<file path="config.mk">
export PLATFORM = sky130hd
export DESIGN_NAME = buffer_drain
export DESIGN_NICKNAME = d
export VERILOG_FILES = /design/src/rtl/buffer_drain.sv
export SDC_FILE = /design/constraint.sdc
export NUM_CORES = 1
export LEC_CHECK = 0
export ABC_AREA = 1
export CAP_MARGIN = 20
export CORE_MARGIN = 4
export CORE_UTILIZATION = 50
export CTS_CLUSTER_DIAMETER = 60
export DETAILED_ROUTE_END_ITERATION = 12
export PLACE_DENSITY = 0.78
export SLEW_MARGIN = 20
export SYNTH_ARGS = -nofsm -noshare
export SYNTH_HDL_FRONTEND = slang
export SYNTH_SLANG_ARGS = --single-unit
export TNS_END_PERCENT = 1
</file>
<file path="constraint.sdc">
create_clock -name clk -period 4.82 [get_ports clk]
set_clock_uncertainty 0.15 [all_clocks]
set_input_delay 1.205 -clock clk [delete_from_list [all_inputs] [get_ports clk]]
set_output_delay 1.205 -clock clk [all_outputs]
set_load 0.02 [all_outputs]
</file>
<file path="src/rtl/buffer_drain.sv">
// Read-side engine: pops a latency-1 buffer into a 2-entry skid, emits valid/ready stream.
// Optional out_last burst marking is enabled by defining BUFFER_DRAIN_LAST_EN.
module buffer_drain #(
    parameter int word_size = 32,
    parameter int burst_len = 8
) (
    input  logic                 clk,
    input  logic                 rst,
    input  logic                 enable,
    input  logic                 buf_empty,
    input  logic [word_size-1:0] buf_data,
    output logic                 buf_rd,
    output logic [word_size-1:0] out_data,
    output logic                 out_valid,
    input  logic                 out_ready,
    output logic                 out_last,
    output logic                 busy,
    output logic [15:0]          words_out
);

    typedef enum logic [1:0] {IDLE, RUN, DRAIN} state_t;

    state_t               state;
    state_t               state_nx;
    logic [1:0]           occ;
    logic                 infl;
    logic [word_size-1:0] skid0;
    logic [word_size-1:0] skid1;
    logic                 pop;
    logic [2:0]           pend;

    if (burst_len < 1) begin : g_burst_len_check
        $error("buffer_drain: burst_len must be >= 1");
    end

    assign out_valid = (occ != 2'd0);
    assign out_data  = skid0;
    assign pop       = out_valid && out_ready;

    // Words that will be held or arriving after this edge; never exceed skid depth.
    assign pend   = {1'b0, occ} + {2'b0, infl} - {2'b0, pop};
    assign buf_rd = !rst && enable && !buf_empty && (pend < 3'd2);

    always_ff @(posedge clk) begin
        if (rst) begin
            occ   <= 2'd0;
            infl  <= 1'b0;
            skid0 <= '0;
            skid1 <= '0;
        end else begin
            infl <= buf_rd;
            occ  <= occ + {1'b0, infl} - {1'b0, pop};
            case ({infl, pop})
                2'b10: begin
                    if (occ == 2'd0) skid0 <= buf_data;
                    else             skid1 <= buf_data;
                end
                2'b01: skid0 <= skid1;
                2'b11: begin
                    if (occ == 2'd1) begin
                        skid0 <= buf_data;
                    end else begin
                        skid0 <= skid1;
                        skid1 <= buf_data;
                    end
                end
                default: ;
            endcase
        end
    end

    always_ff @(posedge clk) begin
        if (rst) state <= IDLE;
        else     state <= state_nx;
    end

    always_comb begin
        state_nx = state;
        case (state)
            IDLE: begin
                if (enable) state_nx = RUN;
            end
            RUN: begin
                if (!enable) state_nx = (occ != 2'd0 || infl) ? DRAIN : IDLE;
            end
            DRAIN: begin
                if (enable)                       state_nx = RUN;
                else if (occ == 2'd0 && !infl)    state_nx = IDLE;
            end
            default: state_nx = IDLE;
        endcase
    end

    assign busy = (state != IDLE);

    always_ff @(posedge clk) begin
        if (rst)      words_out <= 16'd0;
        else if (pop) words_out <= words_out + 16'd1;
    end

`ifdef BUFFER_DRAIN_LAST_EN
    localparam int cw = $clog2(burst_len) + 1;
    localparam logic [cw-1:0] last_idx = cw'(burst_len - 1);

    logic [cw-1:0] beat;

    // Burst position survives enable toggles; only reset realigns it.
    always_ff @(posedge clk) begin
        if (rst)      beat <= '0;
        else if (pop) beat <= (beat == last_idx) ? '0 : beat + 1'b1;
    end

    assign out_last = out_valid && (beat == last_idx);
`else
    assign out_last = 1'b0;
`endif

endmodule

</file>
* Word level (Yosys, flattened, before mapping)
Index checks and enable logic that the tools add are counted.
Storage, ports and cells: bits of input ports 37, memory bits (writable) 0, bits in latches 0, register bits after elaboration 85, output and inout bits 52, bits in read-only memories 0, memories kept 0
Operators by class: $lt $le $gt $ge 1, multiply operators 0, shift-type cells 0, muxes and demuxes 12, reductions and logical operators 18, equality and inequality tests 12, add/subtract/negate cells 5, div/mod/pow operators 0, bitwise operators 0
Operators with widths (number):
- $mux W32 | 4
- $pmux W32 S3 | 1
- $pmux W32 S2 | 1
- $add A16 B1 Y16 const B | 1
- $mux W2 | 5
- $ne A2 B2 Y1 const B | 5
- $eq A2 B1 Y1 const B | 3
- $eq A2 B2 Y1 const B | 3
- $pmux W2 S3 | 1
- $reduce_and A3 Y1 | 2
- $reduce_bool A2 Y1 | 3
- $logic_and A1 B1 Y1 | 5
- $logic_not A2 Y1 | 2
- $add A2 B1 Y3 | 1
- $logic_not A1 Y1 | 3
- $lt A3 B2 Y1 const B | 1
- $ne A3 B3 Y1 const B | 1
- $reduce_bool A3 Y1 | 1
- $sub A3 B1 Y3 | 1
- $add A2 B1 Y2 | 1
- $reduce_and A2 Y1 | 1
- $sub A2 B1 Y2 | 1
- $logic_or A1 B1 Y1 | 1

* Logic depth before layout (Yosys ltp)
Gate-level depths: netlist (run 1).
depth in word-level cells 5, gate-level depth with buffers 11, depth with buffers taken out 10

* Worst setup path after synthesis (run 1)
Ideal clock, no wire load.
path kind input to output, start in out_ready, end out buf_rd, path buffers 0, arrival time 3.014 ns, data required time 3.465 ns, stages on the path 7, slack 0.451 ns, path through inv_1 -> nor2_4 -> ha_1 -> inv_1 -> ha_1 -> fa_1 -> nor4_1
Between the ends: longest elaborated chain between the ends 4
Ends and longest elaborated chain:
- start: declaration | line 15 | input logic out_ready,
- $logic_and A1 B1 Y1 | line 38 | assign pop = out_valid && out_ready;
- $sub A3 B1 Y3 | line 41 | assign pend = {1'b0, occ} + {2'b0, infl} - {2'b0, pop};
- via pend[1] | line 30 | logic [2:0] pend;
- $lt A3 B2 Y1 | line 42 | assign buf_rd = !rst && enable && !buf_empty && (pend < 3'd2);
- $logic_and A1 B1 Y1 | line 42
- end: declaration | line 12 | output logic buf_rd,
The timed path passes the listed nets, and every way through them passes these cells.

* Final worst setup path (run 1)
Ends and elaborated chain as after synthesis.

==> results of run 1 <==
==> kinds of logic (layout without fill, tap and decap cells) <==
logic type	after synthesis	after routing
other	1	1
AOI/OAI and AO/OA	114	114
DFF	85	85
and+or+nand+nor	214	214
adders and majority gates	7	7
xor gates and xnor gates	3	3
buffers and inverters	61	139
==> cells in the final DEF, fill, tap and decap left out, types with 6 or more instances in the layout <==
master / instances
sky130_fd_sc_hd__a21oi_1: 8
sky130_fd_sc_hd__a31oi_1: 32
sky130_fd_sc_hd__buf_4: 6
sky130_fd_sc_hd__clkbuf_8: 10
sky130_fd_sc_hd__clkdlybuf4s50_1: 86
sky130_fd_sc_hd__dfxtp_1: 85
sky130_fd_sc_hd__ha_1: 6
sky130_fd_sc_hd__inv_1: 26
sky130_fd_sc_hd__nand2_1: 64
sky130_fd_sc_hd__nand3_1: 43
sky130_fd_sc_hd__nor2_1: 89
sky130_fd_sc_hd__o21ai_0: 37
sky130_fd_sc_hd__o21ai_1: 34
==> metrics by stage <==
stage	hold WS, ns	cells	power (uW)	TNS, ns	setup WS (ns)
5_1_grt	0.3425	659	2544	0	0.05329
3_5_place_dp	0.2897	643	1936	-0.2373	-0.2373
6_report	0.2998	659	2389	0	0.2054
3_3_place_gp	0.2873	643	1916	-0.1481	-0.1481
2_1_floorplan	0.2712	485	1563	0	0.4508
4_1_cts	0.3019	659	2406	0	0.05677
==> worst max-delay path by stage <==
stage / endpoint / startpoint / cells past startpoint
floorplan: buf_rd / out_ready / 7
global placement: buf_rd / out_ready / 9
detailed placement: buf_rd / out_ready / 9
CTS: buf_rd / out_ready / 9
global route: buf_rd / out_ready / 9
finish: buf_rd / out_ready / 9
==> per-layer routing <==
metal	share of wire, %	vias to the layer above
met5	0	-
met4	2.1	0
met3	6.0	16
met2	47	103
met1	45	1616
li1	-	1764
==> state kept, by name (all words and copies together), names as in the netlist <==
| register | flops |
|---|---|
| out_data | 32 |
| skid1 | 32 |
| infl | 1 |
| occ | 2 |
| state | 2 |
| words_out | 16 |
==> final cells by class <==
cell class	instances	area, um^2
timing repair buffer	93	910.9
clock inverter	5	43.79
sequential	85	1702
fill	624	2216
clock buffer	11	141.4
tap	96	120.1
multi-input combinational	339	1660
inverter	30	112.6
==> power groups by stage <==
stage | logic, uW | registers, uW | clock network (uW)
floorplan | 417 | 1150 | 0
global placement | 896 | 1020 | 0
detailed placement | 912 | 1020 | 0
CTS | 913 | 1010 | 480
global route | 991 | 1040 | 515
finish | 905 | 1010 | 472
==> results_tabular.tex, run 1 <==
\begin{tabular}{lr}
\hline
Metric & Value \\
\hline
\multicolumn{2}{l}{\textbf{Layout}} \\
Cell area after layout & 4691 um\^{}2 \\
Share of the core filled with cells & 67.92\% \\
Share of final-layout standard cells stronger than drive strength 1 & 6.572\% \\
P\&R area growth vs syn & 29.54\% \\
Total number of nets in the final design & 602 \\
Count of antenna diodes in the layout & 0 \\
\multicolumn{2}{l}{\textbf{Power}} \\
Reported leakage power & about 0.0018 uW \\
Proportion of total power due to net switching & 37.42\% \\
Share of power burned in registers & 42.4\% \\
Power Density & 509.4 nW/um\^{}2 \\
Portion of total power attributed to the clock network & between 10\% and 20\% \\
Net switching power of the design & 894.2 uW \\
Internal power of the cells & 1495 uW \\
Comb power frac & between 30\% and 40\% \\
Worst IR Drop VDD & between 0.0002 and 0.0003 V \\
\multicolumn{2}{l}{\textbf{STA}} \\
Fmax & 216.7 MHz \\
Endpoints failing setup & 0 \\
Final period demand of the worst path & 4.615 ns \\
Setup repair after global routing missed its margin & no \\
Final Hold Fails & 0 \\
Number of max-slew violations in the final report & 0 \\
Post-route fraction of the period consumed by the critical path & $\sim$96\% \\
Slew margin rel. & 54.69\% \\
Worst slew pin tran & 0.6797 ns \\
\multicolumn{2}{l}{\textbf{Placed design}} \\
Count of buffers inserted at the top-level ports & 87 \\
Estimated wirelength of the detail-placed design & 5.840 mm \\
Global placer's final weighted congestion & 0.9270 \\
Placed cell areas & 4511 um\^{}2 \\
\multicolumn{2}{l}{\textbf{Clock network}} \\
Clock transition at path regs & 0.08 ns \\
Master cell of the clock root buffer & sky130\_fd\_sc\_hd\_\_clkbuf\_8 \\
Number of buffers inserted for hold repair after clock tree synthesis & 0 \\
Worst-case clock buffer depth & 2 \\
CTS tree & built \\
TritonCTS buffer count & 9 \\
Clk sink count & between 80 and 90 \\
Post-CTS setup buffer count & 0 \\
H-tree depth & 3 \\
Count of instances resized after the clock tree is built & 1 \\
Worst skew pair latency & 0.35 ns \\
\multicolumn{2}{l}{\textbf{Route}} \\
DRT iter0 DRCs & 186 \\
Number of DRC violations after detailed routing & 0 \\
Detail Route Antenna Nets & 0 \\
Mean number of vias per cell & 5.310 \\
Total number of vias & 3499 \\
Post-DR wirelength/cell & 13.46 um \\
Final routed wirelength across all metal layers & just under 9 mm \\
Number of iterations in the first detailed-routing pass & 6 \\
\multicolumn{2}{l}{\textbf{GRT}} \\
Pin count of the biggest net entering global routing & 79 \\
Met3 track demand over resource in global routing & 4.907\% \\
Number of global-route vias before repair & 3356 \\
Fraction of met2 tracks used by global routing & 34.85\% \\
Met1 Track Usage GR & 26.23\% \\
Total track usage & 21.19\% \\
Number of antenna violations at the first check in global routing & 0 \\
Final global-route overflow total & 0 \\
Wire length of the first global-routing pass & 14.98 mm \\
Grt peak-use layer & met2 \\
\multicolumn{2}{l}{\textbf{Synth}} \\
XOR/XNOR share of the synthesized area & 0.7256\% \\
Share of synthesized area occupied by flip-flops and latches & a little under half \\
Mean area per synthesized cell & 7.466 um\^{}2 \\
Flip-flop and latch count after synthesis & 85 \\
Synth Instances & 485 \\
Share of async-settable or async-resettable flops after synthesis & 0\% \\
Synth Area in Simple Gates & roughly a quarter \\
Synth cell types & 30 \\
Syn Std Cell Area & roughly 3600 um\^{}2 \\
Post-synthesis share of cell area spent on full adders, half adders and majority gates & roughly 2.6\% \\
Post-synthesis compound-gate area fraction & 17.14\% \\
Leading cell types by total area after synthesis & sky130\_fd\_sc\_hd\_\_dfxtp\_1, sky130\_fd\_sc\_hd\_\_nor2\_1, sky130\_fd\_sc\_hd\_\_nand2\_1 \\
Multiplexer fraction of the synthesized cell area & 0\% \\
Largest family of logic cells by synthesized area & simple AND/OR/NAND/NOR gates \\
Post-synth EDFFs & 0 \\
Prevailing post-synth register cell & sky130\_fd\_sc\_hd\_\_dfxtp\_1 \\
Post-Syn Nets & 529 \\
Count of synthesis-stage warnings from yosys & 0 \\
List of most frequent post-synthesis cells & sky130\_fd\_sc\_hd\_\_nor2\_1, sky130\_fd\_sc\_hd\_\_dfxtp\_1, sky130\_fd\_sc\_hd\_\_nand2\_1 \\
Largest area contributor in the netlist & sky130\_fd\_sc\_hd\_\_dfxtp\_1 \\
Share of Yosys cell area claimed by the top area cell type & a little under half \\
Cell with the most instances after synthesis & sky130\_fd\_sc\_hd\_\_nor2\_1 \\
\multicolumn{2}{l}{\textbf{Worst setup path}} \\
Critical path startpoint category & input pin \\
Launching point of the worst reg2reg path & occ[1] \\
Worst path max stage delay & about 0.49 ns \\
Slack of the worst reg-to-reg path & slightly below 2 ns \\
Nature of the critical path endpoint & primary output \\
Worst path required time & 3.46 ns \\
Signal arrival time at the worst endpoint & between 3 and 4 ns \\
Cell depth of the worst flop-to-flop path & 10 \\
Worst Path Buf+Inv & 4 \\
Slowest cell on the critical path & sky130\_fd\_sc\_hd\_\_clkdlybuf4s50\_1 \\
Series of cell instances along the critical path & clkdlybuf4s50\_1 > inv\_1 > nor2\_4 > ha\_1 > inv\_1 > ha\_1 > fa\_1 > nor4\_1 > clkbuf\_2 \\
Reg2Reg Capture Point & out\_data[12] \\
Critical path peak fanout & 2 \\
Gate family responsible for the most delay along the worst path & buffers and inverters \\
Category of the critical setup timing path & in -> out \\
\multicolumn{2}{l}{\textbf{Hold path}} \\
Depth of the worst hold-timing path & 1 \\
Hold endpoint & state[0] \\
Path type of the worst min-delay path & reg -> reg \\
Start point of the worst min-delay path & state[1] \\
\multicolumn{2}{l}{\textbf{Floorplanning}} \\
Starting utilization of the core area & between 50\% and 60\% \\
Placement Rows & 30 \\
Vertical extent of the die & 93.10 um \\
Floorplan core area & 6907 um\^{}2 \\
Total die area & 8668 um\^{}2 \\
Num ports & 89 \\
Die width & 93.10 um \\
\multicolumn{2}{l}{\textbf{Outcome}} \\
Outcome & completed \\
\multicolumn{2}{l}{\textbf{Job}} \\
Number of violations of the max-capacitance limit & 0 \\
\hline
\end{tabular}
Note: power is estimated with default switching activity, not from simulation.
==> inputs of run 2 (changes only) <==
--- a/config.mk
+++ b/config.mk
@@ -8,10 +8,10 @@
 export ABC_AREA = 1
 export CAP_MARGIN = 20
 export CORE_MARGIN = 4
-export CORE_UTILIZATION = 50
+export CORE_UTILIZATION = 49
 export CTS_CLUSTER_DIAMETER = 60
 export DETAILED_ROUTE_END_ITERATION = 12
-export PLACE_DENSITY = 0.78
+export PLACE_DENSITY = 0.76
 export SLEW_MARGIN = 20
 export SYNTH_ARGS = -nofsm -noshare
 export SYNTH_HDL_FRONTEND = slang
==> constraint.sdc (replaced) <==
create_clock -name clk -period 4.5 [get_ports clk]
set_clock_uncertainty 0.15 [all_clocks]
set_input_delay 1.125 -clock clk [delete_from_list [all_inputs] [get_ports clk]]
set_output_delay 1.125 -clock clk [all_outputs]
set_load 0.02 [all_outputs]
==> run 2 against run 1 <==
Net effect:
- via count shrank 1.2%
- critical path depth is the same
- register-to-register slack lost 0.12 ns
- cell count grew 0.46%
- largest cell class unchanged
- largest power group unchanged
- highest routed layer unchanged
==> results_tabular.tex, run 2 (synthesis gave the netlist of run 1 again) <==
\begin{tabular}{lr}
\hline
Metric & Value \\
\hline
\multicolumn{2}{l}{\textbf{Outcome}} \\
Outcome & completed (unchanged) \\
\multicolumn{2}{l}{\textbf{Layout}} \\
Leading cell type in the layout, fill and taps excluded & sky130\_fd\_sc\_hd\_\_nor2\_1 (unchanged) \\
Number of non-filler instances in the completed layout & 662 (was 659) \\
Total number of nets in the final design & 602 (unchanged) \\
Count of antenna diodes in the layout & 0 (unchanged) \\
Share of the core filled with cells & 65.76\% (was 67.92\%) \\
Highest-count cells in the layout ignoring fill and taps & sky130\_fd\_sc\_hd\_\_nor2\_1, sky130\_fd\_sc\_hd\_\_dfxtp\_1, sky130\_fd\_sc\_hd\_\_clkdlybuf4s50\_1 (was sky130\_fd\_sc\_hd\_\_nor2\_1, sky130\_fd\_sc\_hd\_\_clkdlybuf4s50\_1, sky130\_fd\_sc\_hd\_\_dfxtp\_1) \\
Cell area after layout & 4745 um\^{}2 (was 4691 um\^{}2) \\
Share of final-layout standard cells stronger than drive strength 1 & 7.282\% (was 6.572\%) \\
P\&R area growth vs syn & 31.03\% (was 29.54\%) \\
\multicolumn{2}{l}{\textbf{Worst setup path}} \\
Critical path startpoint category & input pin (unchanged) \\
Slack of the worst reg-to-reg path & 1.81 ns (was 1.93 ns) \\
Series of cell instances along the critical path & dlymetal6s2s\_1 > inv\_2 > nor2\_4 > ha\_1 > inv\_1 > ha\_2 > fa\_1 > nor4\_2 > buf\_2 (was clkdlybuf4s50\_1 > inv\_1 > nor2\_4 > ha\_1 > inv\_1 > ha\_1 > fa\_1 > nor4\_1 > clkbuf\_2) \\
Category of the critical setup timing path & in -> out (unchanged) \\
Worst path max stage delay & 0.49 ns (about the same) \\
Launching point of the worst reg2reg path & occ[1] (unchanged) \\
Worst Path Buf+Inv & 4 (unchanged) \\
Gate family responsible for the most delay along the worst path & adder cells (was buffers and inverters) \\
Cell depth of the worst flop-to-flop path & 9 (was 10) \\
Signal arrival time at the worst endpoint & 2.79 ns (was 3.26 ns) \\
Worst path required time & 3.22 ns (was 3.46 ns) \\
Critical path peak fanout & 2 (unchanged) \\
Reg2Reg Capture Point & skid1[2] (was out\_data[12]) \\
Nature of the critical path endpoint & primary output (unchanged) \\
Slowest cell on the critical path & sky130\_fd\_sc\_hd\_\_fa\_1 (was sky130\_fd\_sc\_hd\_\_clkdlybuf4s50\_1) \\
\multicolumn{2}{l}{\textbf{Hold path}} \\
Path type of the worst min-delay path & reg -> reg (unchanged) \\
Hold endpoint & state[0] (unchanged) \\
Depth of the worst hold-timing path & 1 (unchanged) \\
Start point of the worst min-delay path & state[0] (was state[1]) \\
\multicolumn{2}{l}{\textbf{Route}} \\
Number of iterations in the first detailed-routing pass & 4 (was 6) \\
Detail Route Antenna Nets & 0 (unchanged) \\
Number of DRC violations after detailed routing & 0 (unchanged) \\
Mean number of vias per cell & 5.224 (was 5.310) \\
DRT iter0 DRCs & 171 (was 186) \\
Post-DR wirelength/cell & 13.67 um (was 13.46 um) \\
Final routed wirelength across all metal layers & 9.052 mm (was 8.869 mm) \\
Total number of vias & 3458 (was 3499) \\
\multicolumn{2}{l}{\textbf{Floorplanning}} \\
Floorplan core area & 7214 um\^{}2 (was 6907 um\^{}2) \\
Total die area & 8829 um\^{}2 (was 8668 um\^{}2) \\
Starting utilization of the core area & 50.19\% (was 52.43\%) \\
Die width & 93.97 um (was 93.10 um) \\
Vertical extent of the die & 93.97 um (was 93.10 um) \\
Num ports & 89 (unchanged) \\
Placement Rows & 31 (was 30) \\
\multicolumn{2}{l}{\textbf{Placed design}} \\
Count of buffers inserted at the top-level ports & 87 (unchanged) \\
Placed cell areas & 4514 um\^{}2 (was 4511 um\^{}2) \\
Placed cell count & 646 (was 643) \\
Pre-CTS setup slack & -0.3308 ns (was -0.2373 ns) \\
Estimated wirelength of the detail-placed design & 5.812 mm (was 5.840 mm) \\
Global placer's final weighted congestion & 0.8806 (was 0.9270) \\
\multicolumn{2}{l}{\textbf{GRT}} \\
Pin count of the biggest net entering global routing & 79 (unchanged) \\
Final global-route overflow total & 0 (unchanged) \\
Number of antenna violations at the first check in global routing & 0 (unchanged) \\
Met3 track demand over resource in global routing & 6.490\% (was 4.907\%) \\
Total track usage & 21.43\% (was 21.19\%) \\
Met1 Track Usage GR & 25.60\% (was 26.23\%) \\
Grt peak-use layer & met2 (unchanged) \\
Wire length of the first global-routing pass & 15.10 mm (was 14.98 mm) \\
Fraction of met2 tracks used by global routing & 36.72\% (was 34.85\%) \\
Number of global-route vias before repair & 3204 (was 3356) \\
\multicolumn{2}{l}{\textbf{STA}} \\
Worst slew pin tran & 0.6712 ns (was 0.6797 ns) \\
Fmax & 246.2 MHz \\
Slew margin rel. & 55.25\% (was 54.69\%) \\
Final Hold Fails & 0 (unchanged) \\
Setup repair after global routing missed its margin & no (unchanged) \\
Post-route fraction of the period consumed by the critical path & 90.26\% \\
Final period demand of the worst path & roughly 4 ns \\
Number of max-slew violations in the final report & 0 (unchanged) \\
Endpoints failing setup & 0 (unchanged) \\
Final Worst Setup Slack & 0.4385 ns (was 0.2054 ns) \\
\multicolumn{2}{l}{\textbf{Clock network}} \\
Worst-case clock buffer depth & 2 (unchanged) \\
Number of buffers inserted for hold repair after clock tree synthesis & 0 (unchanged) \\
TritonCTS buffer count & 9 (unchanged) \\
Worst skew pair latency & 0.36 ns (was 0.35 ns) \\
CTS tree & built (unchanged) \\
Clock transition at path regs & 0.08 ns (about the same) \\
H-tree depth & 3 (unchanged) \\
Master cell of the clock root buffer & sky130\_fd\_sc\_hd\_\_clkbuf\_8 (unchanged) \\
Post-CTS setup buffer count & 0 (unchanged) \\
Clk sink count & 85 (unchanged) \\
\multicolumn{2}{l}{\textbf{Job}} \\
Number of violations of the max-capacitance limit & 0 (unchanged) \\
\multicolumn{2}{l}{\textbf{Power}} \\
Power Density & 560.7 nW/um\^{}2 (was 509.4 nW/um\^{}2) \\
Post-layout power & 2660 uW (was 2389 uW) \\
Reported leakage power & 0.001805 uW (was 0.001774 uW) \\
Worst IR Drop VDD & 0.0003086 V (was 0.0002795 V) \\
\hline
\end{tabular}
run 2: changes by cell type in the layout (fill, tap and decap cells not counted), sizes merged:
| cell | delta |
|---|---|
| buf | +1 |
| bufinv | +2 |
| clkdlybuf4s50 | -1 |
| clkbuf | -2 |
| dlymetal6s2s | +1 |
| inv | -2 |
| clkinv | +2 |
| clkinvlp | -1 |
run 2: worst max path at each step:
stage	startpoint	end	slack (ns)	cells after the start
floorplan	out_ready	buf_rd	0.29	7
global route	out_ready	buf_rd	0.29	9
detailed placement	out_ready	buf_rd	-0.33	9
CTS	out_ready	buf_rd	0.01	9
global placement	out_ready	buf_rd	-0.31	9
finish	out_ready	buf_rd	0.44	9
run 2: stage by stage:
| step | hold WS [ns] | setup TNS [ns] |
|---|---|---|
| floorplan | 0.2712 | 0 |
| global placement | 0.2863 | -0.3059 |
| detailed placement | 0.3015 | -0.3308 |
| CTS | 0.3134 | 0 |
| global route | 0.3408 | 0 |
| finish | 0.3105 | 0 |
run 2: cell type report:
| class | instances | area (um^2) |
|---|---|---|
| Inverter | 30 | 112.6 |
| Clock inverter | 6 | 86.33 |
| Fill cell | 642 | 2470 |
| Clock buffer | 10 | 137.6 |
| Multi-Input combinational cell | 339 | 1669 |
| Sequential cell | 85 | 1702 |
| Timing Repair Buffer | 93 | 913.4 |
| Tap cell | 99 | 123.9 |
run 2: timing repair:
action / CTS / global route
endpoints found under the setup margin: 1 / 1
pin swaps: 0 / 2
resized for setup: 4 / 5
run 2: power by group:
part,total (uW),internal [uW],leakage (uW),switching (uW)
sequential,1090,962,0.000693,125
combinational,975,418,0.000999,558
clock,598,327,0.000112,271
total,2660,1710,0.00180,953
run 2: layer usage:
layer | part of all wire [%] | wire length, um | vias to the layer above
met1 | 43 | 3881 | 1588
met2 | 49 | 4472 | 89
met5 | 0 | 0 | -
li1 | - | - | 1767
met3 | 6.2 | 557 | 14
met4 | 1.6 | 141 | 0
==> inputs of run 3 (changes only) <==
--- a/config.mk
+++ b/config.mk
@@ -7,11 +7,12 @@
 export LEC_CHECK = 0
 export ABC_AREA = 1
 export CAP_MARGIN = 20
-export CORE_MARGIN = 4
+export CORE_MARGIN = 5
 export CORE_UTILIZATION = 49
 export CTS_CLUSTER_DIAMETER = 60
 export DETAILED_ROUTE_END_ITERATION = 12
 export PLACE_DENSITY = 0.76
+export REMOVE_ABC_BUFFERS = 1
 export SLEW_MARGIN = 20
 export SYNTH_ARGS = -nofsm -noshare
 export SYNTH_HDL_FRONTEND = slang
==> run 3 against run 2 <==
Net effect:
- clock power decreased by 15%
- wire length increased by 0.78%
- cell area decreased by 1.1%
- critical path type unchanged
- register-to-register slack improved by 0.06 ns
- non-clock buffer count unchanged
- hold slack got worse by 0.0025 ns
- critical endpoint unchanged
- maximum frequency decreased by 7.4%
==> results_tabular.tex, run 3 (synthesis gave the netlist of run 1 again) <==
\begin{tabular}{lr}
\hline
Metric & Value \\
\hline
\multicolumn{2}{l}{\textbf{Outcome}} \\
Outcome & completed (unchanged) \\
\multicolumn{2}{l}{\textbf{Worst setup path}} \\
Nature of the critical path endpoint & primary output (unchanged) \\
Critical path peak fanout & 2 (unchanged) \\
Slack of the worst reg-to-reg path & 1.87 ns (was 1.81 ns) \\
Signal arrival time at the worst endpoint & 3.11 ns (was 2.79 ns) \\
Cell depth of the worst flop-to-flop path & 10 (was 9) \\
Launching point of the worst reg2reg path & occ[1] (unchanged) \\
Critical path startpoint category & input pin (unchanged) \\
Worst setup startpoint & out\_ready (unchanged) \\
Category of the critical setup timing path & in -> out (unchanged) \\
Worst path required time & 3.22 ns (about the same) \\
\multicolumn{2}{l}{\textbf{Clock network}} \\
Worst-case clock buffer depth & 2 (unchanged) \\
H-tree depth & 3 (unchanged) \\
Clock transition at path regs & 0.09 ns (was 0.08 ns) \\
Post-CTS setup buffer count & 0 (unchanged) \\
TritonCTS buffer count & 9 (unchanged) \\
Worst skew pair latency & 0.35 ns (was 0.36 ns) \\
Clk sink count & 85 (unchanged) \\
CTS tree & built (unchanged) \\
Master cell of the clock root buffer & sky130\_fd\_sc\_hd\_\_clkbuf\_8 (unchanged) \\
\multicolumn{2}{l}{\textbf{Route}} \\
Mean number of vias per cell & 5.260 (was 5.224) \\
Number of DRC violations after detailed routing & 0 (unchanged) \\
Post-DR wirelength/cell & 13.78 um (was 13.67 um) \\
Final routed wirelength across all metal layers & 9.123 mm (was 9.052 mm) \\
DRT iter0 DRCs & 176 (was 171) \\
Number of iterations in the first detailed-routing pass & 4 (unchanged) \\
Total number of vias & 3482 (was 3458) \\
Detail Route Antenna Nets & 0 (unchanged) \\
\multicolumn{2}{l}{\textbf{Job}} \\
Number of violations of the max-capacitance limit & 0 (unchanged) \\
\multicolumn{2}{l}{\textbf{STA}} \\
Final Worst Setup Slack & 0.1123 ns (was 0.4385 ns) \\
Fmax & 227.9 MHz (was 246.2 MHz) \\
Final period demand of the worst path & 4.388 ns (was 4.062 ns) \\
Worst slew pin tran & 0.6914 ns (was 0.6712 ns) \\
Number of max-slew violations in the final report & 0 (unchanged) \\
Endpoints failing setup & 0 (unchanged) \\
Post-route fraction of the period consumed by the critical path & 97.50\% (was 90.26\%) \\
Setup repair after global routing missed its margin & no (unchanged) \\
Slew margin rel. & 53.91\% (was 55.25\%) \\
Final Hold Fails & 0 (unchanged) \\
\multicolumn{2}{l}{\textbf{Layout}} \\
Share of final-layout standard cells stronger than drive strength 1 & 6.750\% (was 7.282\%) \\
P\&R area growth vs syn & 29.65\% (was 31.03\%) \\
Total number of nets in the final design & 602 (unchanged) \\
Final-layout fill cell count & 656 (was 642) \\
Total area of multi-input combinational cells & 1660 um\^{}2 (was 1669 um\^{}2) \\
Count of antenna diodes in the layout & 0 (unchanged) \\
Leading cell type in the layout, fill and taps excluded & sky130\_fd\_sc\_hd\_\_nor2\_1 (unchanged) \\
Reg area & 1702 um\^{}2 (unchanged) \\
Highest-count cells in the layout ignoring fill and taps & sky130\_fd\_sc\_hd\_\_nor2\_1, sky130\_fd\_sc\_hd\_\_clkdlybuf4s50\_1, sky130\_fd\_sc\_hd\_\_dfxtp\_1 (was sky130\_fd\_sc\_hd\_\_nor2\_1, sky130\_fd\_sc\_hd\_\_dfxtp\_1, sky130\_fd\_sc\_hd\_\_clkdlybuf4s50\_1) \\
Cell area after layout & 4695 um\^{}2 (was 4745 um\^{}2) \\
\multicolumn{2}{l}{\textbf{GRT}} \\
Wire length of the first global-routing pass & 15.18 mm (was 15.10 mm) \\
Pin count of the biggest net entering global routing & 79 (unchanged) \\
Total track usage & 20.81\% (was 21.43\%) \\
Number of antenna violations at the first check in global routing & 0 (unchanged) \\
Final global-route overflow total & 0 (unchanged) \\
Number of global-route vias before repair & 3350 (was 3204) \\
\multicolumn{2}{l}{\textbf{Floorplanning}} \\
Floorplan core area & 7214 um\^{}2 (unchanged) \\
Placement Rows & 31 (unchanged) \\
Starting utilization of the core area & 50.19\% (unchanged) \\
Vertical extent of the die & 95.97 um (was 93.97 um) \\
Num ports & 89 (unchanged) \\
Die width & 95.97 um (was 93.97 um) \\
Total die area & 9209 um\^{}2 (was 8829 um\^{}2) \\
\multicolumn{2}{l}{\textbf{Power}} \\
Power Density & 543.5 nW/um\^{}2 (was 560.7 nW/um\^{}2) \\
Reported leakage power & 0.001780 uW (was 0.001805 uW) \\
Worst IR Drop VDD & 0.0002482 V (was 0.0003086 V) \\
\multicolumn{2}{l}{\textbf{Placed design}} \\
Count of buffers inserted at the top-level ports & 87 (unchanged) \\
Global placer's final weighted congestion & 0.8698 (was 0.8806) \\
Placed cell areas & 4514 um\^{}2 (unchanged) \\
Pre-CTS setup slack & -0.3628 ns (was -0.3308 ns) \\
Estimated wirelength of the detail-placed design & 5.758 mm (was 5.812 mm) \\
\multicolumn{2}{l}{\textbf{Hold path}} \\
Path type of the worst min-delay path & reg -> reg (unchanged) \\
Start point of the worst min-delay path & state[1] (was state[0]) \\
Depth of the worst hold-timing path & 1 (unchanged) \\
\hline
\end{tabular}
## run 3: changes by cell type in the layout (fill, tap and decap cells not counted), sizes merged
cell	before	now
bufinv	2	0
clkdlybuf4s50	85	86
clkinv	3	4
dlymetal6s2s	1	0
inv	30	31
## run 3: cell type report
type                       count  area share [%]
timing repair buffer          93           19.40
inverter                      30           2.399
multi-input combinational    339           35.37
tap                           99           2.639
clock buffer                  10           2.932
sequential                    85           36.25
clock inverter                 6           1.013
## run 3: critical path, stage by stage
cell and delay, ns:
sky130_fd_sc_hd__clkdlybuf4s50_1 0.47, sky130_fd_sc_hd__inv_1 0.07, sky130_fd_sc_hd__nor2_4 0.10, sky130_fd_sc_hd__ha_1 0.22
sky130_fd_sc_hd__inv_1 0.06, sky130_fd_sc_hd__ha_1 0.16, sky130_fd_sc_hd__fa_1 0.43, sky130_fd_sc_hd__nor4_1 0.26
sky130_fd_sc_hd__buf_2 0.21
## run 3: worst paths after layout
| check | to |
|---|---|
| setup / recovery | buf_rd |
| hold / removal | state[0] |
| setup reg to reg | skid1[31] |
| hold reg to reg | state[0] |
## run 3: timing repair
item,4_1_cts,5_1_grt
hold endpoints to repair,0,0
setup endpoints to repair,1,0
gates resized for setup,5,0
hold buffers,0,0
## run 3: layer usage
metal	GRT usage (%)	part of all wire [%]
met3	5.238	7.8
met5	0	0
met2	34.22	45
met1	27.41	47
met4	5.095	0.75
## run 3: metrics by stage
step | util (%) | total power [uW] | hold WS [ns] | setup TNS, ns | std cells
after floorplan | - | 1633 | 0.2717 | 0 | 454
after global placement | 62.57 | 2045 | 0.2876 | -0.3165 | 646
after detailed placement | 62.57 | 2068 | 0.2993 | -0.3628 | 646
after CTS | 65.07 | 2567 | 0.3119 | 0 | 662
after global routing | 65.07 | 2716 | 0.3367 | 0 | 662
final | 65.07 | 2552 | 0.3080 | 0 | 662
## run 3: report_power, final
part           leakage (uW)  internal [uW]  switching [uW]
Clock             0.0000928            220             286
Sequential         0.000693            962             118
Combinational      0.000994            416             550
Total               0.00178           1600             954
